--- src/rtl/uart_rx_ctrl.sv ---
// UART receive sequencer: one line sample per rx_clk, frame FSM, receive FIFO with overrun tracking.
// Optional parity stage is compiled in with UART_RX_PARITY_EN; DATA_WIDTH defaults to `DATA_WIDTH (uart_params.vh).
`ifndef DATA_WIDTH
`define DATA_WIDTH 8
`endif

module uart_rx_ctrl #(
  parameter int DATA_WIDTH = `DATA_WIDTH,
  parameter int FIFO_DEPTH = 4,
  parameter int PARITY_ODD = 0
) (
  input  logic                          rx_clk,
  input  logic                          rst_n,
  input  logic                          rx_in,
  input  logic                          rx_en,
  input  logic                          rx_ready,
  input  logic                          ovr_clr,
  output logic                          rx_valid,
  output logic [DATA_WIDTH-1:0]         rx_data,
  output logic                          parity_bit_error,
  output logic                          stop_bit_error,
  output logic                          overrun,
  output logic                          busy,
  output logic [$clog2(FIFO_DEPTH):0]   fifo_count
);

  localparam int AW = $clog2(FIFO_DEPTH);
  localparam int CW = AW + 1;
  localparam int EW = DATA_WIDTH + 2;
  localparam int IW = (DATA_WIDTH > 1) ? $clog2(DATA_WIDTH) : 1;
  localparam logic [IW-1:0] LAST_IDX = IW'(DATA_WIDTH - 1);
  localparam logic          ODD      = (PARITY_ODD != 0);

  typedef enum logic [2:0] {
    IDLE,
    DATA,
    PARITY,
    STOP,
    BRK_WAIT
  } state_e;

  state_e                state_q, state_d;
  logic [IW-1:0]         idx_q, idx_d;
  logic [DATA_WIDTH-1:0] shreg_q, shreg_d;
  logic                  par_err_q, par_err_d;
  logic [EW-1:0]         mem_q [FIFO_DEPTH];
  logic [EW-1:0]         mem_d [FIFO_DEPTH];
  logic [AW-1:0]         wr_ptr_q, wr_ptr_d;
  logic [AW-1:0]         rd_ptr_q, rd_ptr_d;
  logic [CW-1:0]         count_q, count_d;
  logic                  overrun_q, overrun_d;
  logic                  valid_q, valid_d;
  logic                  busy_q, busy_d;

  logic                  push;
  logic                  pop;
  logic                  full;
  logic                  accept;
  logic                  drop;
  logic                  stop_err;
  logic [EW-1:0]         head;

  always_comb begin
    state_d   = state_q;
    idx_d     = idx_q;
    shreg_d   = shreg_q;
    par_err_d = par_err_q;
    push      = 1'b0;
    stop_err  = 1'b0;

    case (state_q)
      IDLE: begin
        if (rx_en && !rx_in) begin
          state_d   = DATA;
          idx_d     = '0;
          par_err_d = 1'b0;
        end
      end
      DATA: begin
        shreg_d = (shreg_q >> 1) | (DATA_WIDTH'(rx_in) << (DATA_WIDTH - 1));
        idx_d   = idx_q + IW'(1);
        if (idx_q == LAST_IDX) begin
`ifdef UART_RX_PARITY_EN
          state_d = PARITY;
`else
          state_d = STOP;
`endif
        end
      end
      // Unreachable when parity is compiled out, so par_err_q then stays 0.
      PARITY: begin
        par_err_d = rx_in ^ (^shreg_q) ^ ODD;
        state_d   = STOP;
      end
      STOP: begin
        push     = 1'b1;
        stop_err = !rx_in;
        state_d  = rx_in ? IDLE : BRK_WAIT;
      end
      BRK_WAIT: begin
        if (rx_in) state_d = IDLE;
      end
      default: state_d = IDLE;
    endcase

    busy_d = (state_d != IDLE);
  end

  // A pop at the same edge frees the slot a full-FIFO push needs.
  always_comb begin
    mem_d    = mem_q;
    wr_ptr_d = wr_ptr_q;
    rd_ptr_d = rd_ptr_q;

    full   = (count_q == CW'(FIFO_DEPTH));
    pop    = valid_q && rx_ready;
    accept = push && (!full || pop);
    drop   = push && full && !pop;

    if (accept) begin
      mem_d[wr_ptr_q] = {stop_err, par_err_q, shreg_q};
      wr_ptr_d        = wr_ptr_q + AW'(1);
    end
    if (pop) rd_ptr_d = rd_ptr_q + AW'(1);

    count_d = count_q + CW'(accept) - CW'(pop);
    valid_d = (count_d != '0);

    if (drop)         overrun_d = 1'b1;
    else if (ovr_clr) overrun_d = 1'b0;
    else              overrun_d = overrun_q;
  end

  always_ff @(posedge rx_clk or negedge rst_n) begin
    if (!rst_n) begin
      state_q   <= IDLE;
      idx_q     <= '0;
      shreg_q   <= '0;
      par_err_q <= 1'b0;
      mem_q     <= '{default: '0};
      wr_ptr_q  <= '0;
      rd_ptr_q  <= '0;
      count_q   <= '0;
      overrun_q <= 1'b0;
      valid_q   <= 1'b0;
      busy_q    <= 1'b0;
    end else begin
      state_q   <= state_d;
      idx_q     <= idx_d;
      shreg_q   <= shreg_d;
      par_err_q <= par_err_d;
      mem_q     <= mem_d;
      wr_ptr_q  <= wr_ptr_d;
      rd_ptr_q  <= rd_ptr_d;
      count_q   <= count_d;
      overrun_q <= overrun_d;
      valid_q   <= valid_d;
      busy_q    <= busy_d;
    end
  end

  assign head             = mem_q[rd_ptr_q];
  assign rx_valid         = valid_q;
  assign rx_data          = valid_q ? head[DATA_WIDTH-1:0] : '0;
  assign parity_bit_error = valid_q & head[DATA_WIDTH];
  assign stop_bit_error   = valid_q & head[DATA_WIDTH+1];
  assign overrun          = overrun_q;
  assign busy             = busy_q;
  assign fifo_count       = count_q;

endmodule
--- config.mk ---
export PLATFORM = sky130hd
export DESIGN_NAME = uart_rx_ctrl
export DESIGN_NICKNAME = d
export VERILOG_FILES = /design/src/rtl/uart_rx_ctrl.sv
export SDC_FILE = /design/constraint.sdc
export NUM_CORES = 1
export LEC_CHECK = 0
export CAP_MARGIN = 10
export CORE_ASPECT_RATIO = 0.9
export CORE_UTILIZATION = 40
export CTS_BUF_LIST = sky130_fd_sc_hd__clkbuf_8
export CTS_CLUSTER_DIAMETER = 30
export DETAILED_ROUTE_END_ITERATION = 16
export HOLD_SLACK_MARGIN = 0.08
export REMOVE_ABC_BUFFERS = 1
export SLEW_MARGIN = 10
export SYNTH_ARGS = -nofsm -noshare
export SYNTH_HDL_FRONTEND = slang
export SYNTH_SLANG_ARGS = --single-unit
--- constraint.sdc ---
create_clock -name rx_clk -period 5.3 [get_ports rx_clk]
set_clock_uncertainty 0.1 [all_clocks]
set_input_delay 1.59 -clock rx_clk [delete_from_list [all_inputs] [get_ports rx_clk]]
set_output_delay 1.59 -clock rx_clk [all_outputs]
set_load 0.03 [all_outputs]
==> impl_metrics.env, run 1 <==
export IMPL_routedWlPerCell_um=16.0
export IMPL_grt_use_total_pct=15.4
export IMPL_core_area_um2=7220
export IMPL_syn_area_um2=3060
export IMPL_cts_max_path_buffers=2
export IMPL_finalSetupViolCount=0
export IMPL_fin_area_um2=3490
export IMPL_power_density_nw_per_um2=635
export IMPL_initial_core_util_pct=42.4
export IMPL_p_leak_nw=1.56
export IMPL_r2r_start="rx_valid"
export IMPL_antenna_cells=0
export IMPL_die_area_um2=8010
export IMPL_critPathKind="flop to output port"
export IMPL_vias=1664
export IMPL_cts_sinks=65
export IMPL_synth_top_area_cell="dfrtp_1"
export IMPL_hp_class="flop to flop"
export IMPL_crit_fanout=12
export IMPL_globalRouteOverflowTotal=0
export IMPL_synthCells=215
export IMPL_place_gp_congestion=0.712
export IMPL_die_h_um=85.0
export IMPL_grt_pass1_wl_um=8940
export IMPL_finalSetupTns_ps=0
export IMPL_cts_tree="yes"
export IMPL_fin_crit_ps=4260
export IMPL_vias_per_cell=4.98
export IMPL_syn_avg_cell_area_um2=14.2
export IMPL_root_buffer="clkbuf_8"
export IMPL_min_from="mem_q[5]"
export IMPL_clkLatencyLatePin_ps=340
export IMPL_finalNetCount=252
export IMPL_hpwl_um=3310
export IMPL_finalHoldViolations=0
export IMPL_syn2layout_area_growth_pct=14.1
export IMPL_fillers=632
export IMPL_grt_pass1_vias=1694
export IMPL_arrival_ps=2570
export IMPL_cts_buffers=9
export IMPL_dr_pass1_iters=3
export IMPL_required_ps=3610
export IMPL_max_freq_ghz=0.235
export IMPL_postCtsSetupBuffers=0
export IMPL_first_iter_violations=39
export IMPL_synth_top_area_share_pct=53.1
export IMPL_ios=22
export IMPL_fin_crit_sh_pct=80.4
export IMPL_crit_start="rd_ptr_q[0]"
export IMPL_run_status="finished clean"
export IMPL_worstMarginPinSlew_ps=845
export IMPL_crit_path_start_kind="flop"
export IMPL_h_tree_depth=3
export IMPL_path_clk_slew_ps=70
export IMPL_critPathCaptureType="output port"
export IMPL_whs_ps=385
export IMPL_drt_total_wl_um=5350
export IMPL_ys_types=33
export IMPL_yosysSeqAreaShare_pct=53.1
export IMPL_num_rows=29
export IMPL_max_slew_margin_pct=43.7
export IMPL_cap_violations=0
export IMPL_antenna_found_initial=0
export IMPL_grt_max_degree=39
export IMPL_yosys_warnings=0
export IMPL_netlist_top_cells_area="dfrtp_1, mux2_2, mux4_2"
export IMPL_drc=0
export IMPL_io_buffer_count=21
export IMPL_postPlaceCellArea_um2=3310
export IMPL_layout_commonest_cell="dfrtp_1"
export IMPL_hold_buffers=0
export IMPL_ir_drop_mv=0.347
export IMPL_report_final_slew_viol_count=0
export IMPL_mostFrequentLayoutCells="dfrtp_1, mux2_2, clkdlybuf4s50_1"
export IMPL_fp_dieW_um=94.2
export IMPL_drive_above_1_share_pct=30.3
export IMPL_synth_seq_cells=65
export IMPL_rsz0062_at_grt="false"
export IMPL_ctsResizeCount=0
export IMPL_ant_nets=0
==> logic make-up (layout without fill, tap and decap cells) <==
logic type	Yosys count	in the layout	share of synthesized area, %
adders and majority gates	9	9	3.92
muxes	59	59	25.2
and+or+nand+nor	33	33	6.41
DFF	65	65	53.1
AOI/OAI and AO/OA	13	13	3.19
buffers and inverters	24	50	4.29
xor gates and xnor gates	12	12	3.88
==> path summary, 6_finish.rpt <==
| path | to | slack [ps] | cells after the start |
|---|---|---|---|
| setup / recovery | rx_data[6] | 1040 | 3 |
| max in group asynchronous | mem_q[16] | 2950 | 2 |
| min in group asynchronous | mem_q[23] | 1260 | 1 |
| hold / removal | mem_q[5] | 390 | 1 |
| hold reg to reg | mem_q[5] | 390 | 1 |
| setup reg to reg | rx_valid | 2260 | 10 |
==> layer usage <==
| metal | vias to the layer above | wire (um) | track usage, % |
|---|---|---|---|
| met4 | 0 | 74 | 5.03 |
| met5 | - | 0 | 0 |
| met3 | 8 | 181 | 5.82 |
| li1 | 795 | - | - |
| met1 | 844 | 2540 | 20.0 |
| met2 | 17 | 2560 | 23.6 |
==> flip-flops by register name, summed over array words and instances (netlist names) <==
name	flops
fifo_count	3
wr_ptr_q	2
busy	1
rd_ptr_q	2
shreg_q	8
par_err_q	1
rx_valid	1
overrun	1
state_q	3
mem_q	40
idx_q	3
==> power by group <==
| group | total [mW] | switching (mW) | leakage [nW] | internal [mW] |
|---|---|---|---|---|
| Clock | 0.378 | 0.175 | 0.0980 | 0.203 |
| Sequential | 0.917 | 0.219 | 0.816 | 0.697 |
| Combinational | 0.925 | 0.385 | 0.648 | 0.540 |
| Total | 2.22 | 0.780 | 1.56 | 1.44 |
==> Yosys cell counts <==
library cell / n
dfrtp_1: 65
mux2_2: 43
and2_1: 14
inv_1: 12
mux4_2: 10
xnor2_1: 10
ha_1: 8
buf_6: 5
nor2_1: 5
o21ai_0: 5
clkbuf_1: 4
mux2i_1: 4
nand2_1: 4
buf_2: 3
a21oi_1: 2
a22o_1: 2
mux2_1: 2
nand3_1: 2
a211oi_1: 1
a31oi_4: 1
a32o_1: 1
and3_1: 1
fa_1: 1
nand2b_1: 1
nand3b_1: 1
nand3b_4: 1
nor2b_1: 1
nor3_1: 1
nor3b_1: 1
o22ai_1: 1
or3_1: 1
xnor3_1: 1
xor2_1: 1
==> worst max-delay path, cell delays in order (launching register included) <==
cell and delay [ps]:
dfrtp_1 880, mux4_2 590, and2_1 180, clkdlybuf4s50_1 590
==> metrics by stage <==
step	util, %	setup WS [ps]	instances	total power [mW]
floorplan	-	1620	203	1.56
global placement	45.9	1090	319	1.85
detailed placement	45.9	1030	319	1.86
CTS	48.4	991	334	2.25
global route	48.4	891	334	2.38
finish	48.4	1040	334	2.22
==> layout make-up <==
type	count	area (um^2)	area share (%)
clock buffers	12	165	4.73
clock inverters	3	15.0	0.430
inverters	12	45.0	1.29
multi-input cells	126	1310	37.4
flip-flops and latches	65	1630	46.6
well taps	93	116	3.33
repair buffers	23	220	6.30
Note: power is estimated with default switching activity, not from simulation.
==> run 2, diff against run 1 <==
==> constraint.sdc (replaced) <==
create_clock -name rx_clk -period 3.5 [get_ports rx_clk]
set_clock_uncertainty 0.1 [all_clocks]
set_input_delay 1.05 -clock rx_clk [delete_from_list [all_inputs] [get_ports rx_clk]]
set_output_delay 1.05 -clock rx_clk [all_outputs]
set_load 0.03 [all_outputs]
==> run 2 against run 1 <==
  * Via count rose by 3.1%
  * Flip-flop and latch count did not move
  * Register-to-register slack got worse by 1500 ps
  * First-iteration DRC count rose by 87%
  * Combinational power rose by 61%
  * Clock power rose by 66%
  * Largest cell class unchanged
  * Largest power group unchanged
==> impl_metrics.env, run 2 (same netlist as run 1, synthesis figures left out) <==
export IMPL_die_area_um2=8010
export IMPL_grt_use_total_pct=16.0
export IMPL_routedWlPerCell_um=15.8
export IMPL_hp_class="flop to flop"
export IMPL_worstMarginPinSlew_ps=829
export IMPL_h_tree_depth=3
export IMPL_initial_core_util_pct=42.4
export IMPL_max_freq_ghz=0.300
export IMPL_fin_crit_sh_pct=95.3
export IMPL_ir_drop_mv=0.500
export IMPL_core_area_um2=7220
export IMPL_required_ps=2350
export IMPL_cts_sinks=65
export IMPL_fillers=674
export IMPL_io_buffer_count=21
export IMPL_p_leak_nw=1.62
export IMPL_layout_commonest_cell="dfrtp_1"
export IMPL_first_iter_violations=73
export IMPL_run_status="finished clean"
export IMPL_ctsResizeCount=0
export IMPL_globalRouteOverflowTotal=0
export IMPL_rr_worst_depth=10
export IMPL_ios=22
export IMPL_vias_per_cell=4.99
export IMPL_ant_nets=0
export IMPL_whs_ps=383
export IMPL_drive_above_1_share_pct=32.7
export IMPL_drc=0
export IMPL_power_mw=3.46
export IMPL_largest_reg_flops=40
export IMPL_crit_path_start_kind="flop"
export IMPL_top_register="mem_q"
export IMPL_min_from="mem_q[5]"
export IMPL_antenna_found_initial=0
export IMPL_postCtsSetupBuffers=0
export IMPL_grt_max_degree=66
export IMPL_finalSetupTns_ps=0
export IMPL_whs_endpoint="mem_q[5]"
export IMPL_report_final_slew_viol_count=0
export IMPL_syn2layout_area_growth_pct=17.4
export IMPL_fin_crit_ps=3330
export IMPL_die_h_um=85.0
export IMPL_critPathCaptureType="output port"
export IMPL_hold_buffers=0
export IMPL_crit_fanout=11
export IMPL_r2r_slack_ps=740
export IMPL_hpwl_um=3420
export IMPL_fp_dieW_um=94.2
export IMPL_clkLatencyLatePin_ps=330
export IMPL_cts_max_path_buffers=2
export IMPL_finalNetCount=262
export IMPL_num_rows=29
export IMPL_antenna_cells=0
export IMPL_critPathKind="flop to output port"
export IMPL_arrival_ps=2180
export IMPL_max_slew_margin_pct=44.7
export IMPL_finalSetupViolCount=0
export IMPL_r2r_start="rx_valid"
export IMPL_path_clk_slew_ps=70
export IMPL_cts_tree="yes"
export IMPL_hold_depth=1
export IMPL_finalHoldViolations=0
export IMPL_grt_pass1_wl_um=9270
export IMPL_grt_pass1_vias=1777
export IMPL_vias=1716
export IMPL_regToRegEndpoint="rx_valid"
export IMPL_rsz0062_at_grt="false"
export IMPL_cts_buffers=9
export IMPL_place_gp_congestion=0.715
export IMPL_power_density_nw_per_um2=963
export IMPL_top_regs="mem_q: 40 flops, shreg_q: 8 flops"
export IMPL_mostFrequentLayoutCells="dfrtp_1, mux2_2, clkdlybuf4s50_1"
export IMPL_dr_pass1_iters=4
export IMPL_drt_total_wl_um=5450
export IMPL_root_buffer="clkbuf_8"
export IMPL_cap_violations=0
[run 2: per-stage QoR]
stage	cell area, um^2	cells	util [%]	setup WS [ps]
finish	3600	344	49.8	165
CTS	3600	344	49.8	109
floorplan	2980	203	-	361
global placement	3400	329	47.1	-8.26
detailed placement	3400	329	47.1	-41.7
global route	3600	344	49.8	58.6
[run 2: worst max path at each step]
stage | from | end | slack, ps | depth (start not counted)
after floorplan | rx_ready | rx_valid | 360 | 10
after global placement | rx_ready | rx_valid | -8 | 11
after detailed placement | rx_ready | rx_valid | -40 | 11
after CTS | rd_ptr_q[1] | rx_data[6] | 110 | 3
after global routing | rd_ptr_q[1] | rx_data[5] | 60 | 3
final | rd_ptr_q[1] | rx_data[7] | 170 | 3
[run 2: critical path: stages, from the launching register on]
cell             delay, ps
dfrtp_1                710
mux4_2                 390
and2_1                 170
clkdlybuf4s50_1        580
[run 2: per-layer routing]
layer  up-vias  wire length (um)  global-route usage [%]
li1        814                 -                       -
met1       877              2460                    20.5
met2        20              2730                    25.4
met3         5               183                    5.65
met4         0                73                    5.03
met5         -                 0                       0
[run 2: final cells by class]
type	instances	area (um^2)	area share (%)
multi-input cells	126	1310	36.3
repair buffers	33	308	8.56
well taps	93	116	3.24
inverters	12	45.0	1.25
flip-flops and latches	65	1630	45.2
clock inverters	4	43.8	1.22
clock buffers	11	151	4.21
[run 2: report_power, final]
| part | internal, mW | leakage [nW] | switching, mW |
|---|---|---|---|
| Sequential | 1.06 | 0.816 | 0.288 |
| Clock | 0.359 | 0.106 | 0.268 |
| Combinational | 0.853 | 0.703 | 0.639 |
